===== src/rtl/signedness_golden.sv =====
// Golden adder: signed sum with sign extension, unsigned sum with zero extension.
module signedness_golden #(
  parameter int unsigned A_W = 3,
  parameter int unsigned B_W = 2,
  parameter int unsigned C_W = 5
) (
  input  logic [A_W-1:0] a_i,
  input  logic [B_W-1:0] b_i,
  input  logic [A_W-1:0] au_i,
  input  logic [B_W-1:0] bu_i,
  output logic [C_W-1:0] exp_s_o,
  output logic [C_W-1:0] exp_u_o
);

  always_comb begin
    exp_s_o = {{(C_W-A_W){a_i[A_W-1]}}, a_i} + {{(C_W-B_W){b_i[B_W-1]}}, b_i};
    exp_u_o = {{(C_W-A_W){1'b0}}, au_i} + {{(C_W-B_W){1'b0}}, bu_i};
  end

endmodule


===== config.mk =====
export PLATFORM = sky130hd
export DESIGN_NAME = signedness_golden
export DESIGN_NICKNAME = d
export VERILOG_FILES = /design/src/rtl/signedness_golden.sv
export SDC_FILE = /design/constraint.sdc
export NUM_CORES = 1
export LEC_CHECK = 0
export CORE_AREA = 5 5 42 44
export DETAILED_ROUTE_END_ITERATION = 12
export DIE_AREA = 0 0 47 49
export SLEW_MARGIN = 5
export SYNTH_ARGS = -nofsm -noshare
export SYNTH_HDL_FRONTEND = slang
export SYNTH_SLANG_ARGS = --single-unit

===== constraint.sdc =====
create_clock -name vclk -period 2.68
set_input_delay 0.536 -clock vclk [all_inputs]
set_output_delay 0.536 -clock vclk [all_outputs]
set_load 0.005 [all_outputs]

==> flow_metrics.py <==
metrics = {
    "power_and_ir_drop": {
        "power_frac_clock_pct": 0,
        "sw_frac_of_total_pct": 33.5,
        "power.total_mw": 0.0709,
        "power_frac_seq_pct": 0,
        "p_leak_nw": 0.176,
        "combPwrFrac_pct": 100.0,
        "p_switching_mw": 0.0237,
        "ir_drop_v": 0.0000569,
        "powerDensity_mw_per_mm2": 186,
        "internal_power_mw": 0.0471,
    },
    "synthesis": {
        "seq_area_frac_synth_pct": 0,
        "synth-xor-area-share_pct": 10.1,
        "synth.net_count": 33,
        "yosys_warnings": 0,
        "netlist_area_um2": 174,
        "synth.distinct_cells": 9,
        "yosys.area_share.simple_pct": 3.60,
        "synth_compound_area_share_pct": 10.1,
        "synth.area.mux_share_pct": 6.47,
        "synth_adder_area_share_pct": 59.0,
        "synth_cells": 16,
        "synth_top_family_by_area": "adder cells",
        "avgSynthCellArea_um2": 10.9,
    },
    "grt": {
        "gr-usage-met1_pct": 4.81,
        "first_global_vias": 176,
        "grt_pass1_wl_um": 655,
        "grt-ovfl-total": 0,
        "grtUsageMet2_pct": 6.11,
        "grt_usage_pct": 3.45,
        "busiest_layer": "met2",
        "antenna_found_initial": 0,
        "grt_max_degree": 4,
        "grt_use_met3_pct": 0,
    },
    "route": {
        "detail-route-antenna-nets": 0,
        "wirelength_um": 446,
        "first_iter_violations": 0,
        "post_drt_wl_per_cell_um": 8.92,
        "vias": 174,
        "firstDrtPassIters": 1,
        "vias_per_cell": 3.48,
        "drc": 0,
    },
    "cells_and_area": {
        "diodes": 0,
        "final_net_count": 53,
        "drive_above_1_share_pct": 14.7,
        "fill_cells": 161,
        "area_growth_syn_to_layout_pct": 119,
        "seq_area_um2": 0,
        "final_util_pct": 27.1,
        "nFlopsAndLatches": 0,
        "clkbuf_count": 0,
        "post-route-cell-area_um2": 380,
    },
    "die": {
        "design.die.area_mm2": 0.00230,
        "chipHeight_um": 49,
        "die_w_um": 47,
        "core_mm2": 0.00140,
        "row_count": 14,
        "start_util_pct": 12.4,
        "io_pins": 20,
    },
    "status": {
        "status": "finished clean",
    },
    "timing": {
        "fin_ws_ns": 0.0349,
        "rsz0062_at_grt": "no",
        "drv_slew": 0,
        "setup_viol": 0,
        "finalCritPeriodShare_pct": 98.7,
        "holdWs_ns": 1.61,
        "hold_viol": 0,
        "period_minus_slack_ns": 2.65,
        "fmax_mhz": 378,
    },
    "worst_hold_path": {
        "hold_class": "in2out",
    },
    "job": {
        "cap_viol_max_count": 0,
    },
    "placement": {
        "port-buffer-count": 19,
        "place_area_um2": 377,
        "pre_cts_slack_ns": -0.0886,
        "gp_congestion": 0.613,
        "hpwl_um": 428,
    },
    "critical_path": {
        "crit_fanout": 2,
        "crit_path_end_kind": "primary output",
        "critPathRequiredTime_ns": 2.14,
        "path_class": "in2out",
        "critPathMostFrequentCell": "clkdlybuf4s50_1",
        "cpPeakStageDelay_ns": 0.49,
        "crit_path_cell_trace": "clkdlybuf4s50_1 > ha_2 > fa_1 > clkdlybuf4s50_1",
        "crit_path_start_kind": "primary input",
        "arrival_ns": 2.11,
        "slowest_stage": "clkdlybuf4s50_1",
    },
    "clock_network": {
        "cts_setup_buffers": 0,
    },
}
-- through the flow --
stage               TNS [ns]  instances
floorplan                  0         16
global placement      -0.260         50
detailed placement    -0.271         50
CTS                        0         50
global route               0         50
finish                     0         50
-- power groups by stage --
stage / Clock [mW] / Combinational [mW] / Sequential, mW
CTS: 0 / 0.0734 / 0
detailed placement: 0 / 0.0780 / 0
global route: 0 / 0.0776 / 0
finish: 0 / 0.0709 / 0
global placement: 0 / 0.0776 / 0
floorplan: 0 / 0.0280 / 0
-- kinds of logic after synthesis --
logic type | Yosys count
buffers and inverters | 2
other | 1
adders and majority gates | 7
xor gates and xnor gates | 2
muxes | 1
and+or+nand+nor | 1
AOI/OAI and AO/OA | 2
-- final timing paths --
kind / startpoint / to / slack, ns / cells after the start
min: a_i[1] / exp_s_o[1] / 1.61 / 3
max: au_i[0] / exp_u_o[1] / 0.03 / 4
-- area by class of cell --
class                      instances  area [µm²]  share of cell area, %
multi-input combinational         14         168                   44.1
timing repair buffer              20         193                   50.7
tap                               16        20.0                   5.26
-- layer usage --
layer	wire length [µm]	part of all wire, %
met5	0	0
met4	0	0
met3	50	11
met2	227	51
met1	167	37
-- cells in the final DEF (no fill, tap or decap), drive strengths merged --
cell type      synthesis  final
dlygate4sd2            0      6
a21oi                  1      1
a211oi                 1      1
mux2                   1      1
clkdlybuf4s50          0     12
buf                    2      1
nor2b                  1      1
xor2                   2      2
fa                     2      2
dlymetal6s2s           0      1
conb                   1      1
ha                     5      5
-- cell usage after synthesis (all sizes together) --
cell type  instances  area share, %
conb               1            2.2
nor2b              1            3.6
buf                2            8.6
fa                 2             23
ha                 5             36
a21oi              1            2.9
mux2               1            6.5
xor2               2             10
a211oi             1            7.2
-- worst max-delay path: cells and delay by family --
family,cells,cell delay (ns)
adders and majority gates,2,0.68
buffers and inverters,2,0.89
-- what timing repair did --
action / in CTS / in global routing
hold buffers: 0 / 0
setup endpoints to repair: 6 / 1
endpoints found under the hold margin: 0 / 0
resized for setup: 9 / 1
Power figures use the tool's default switching activity.
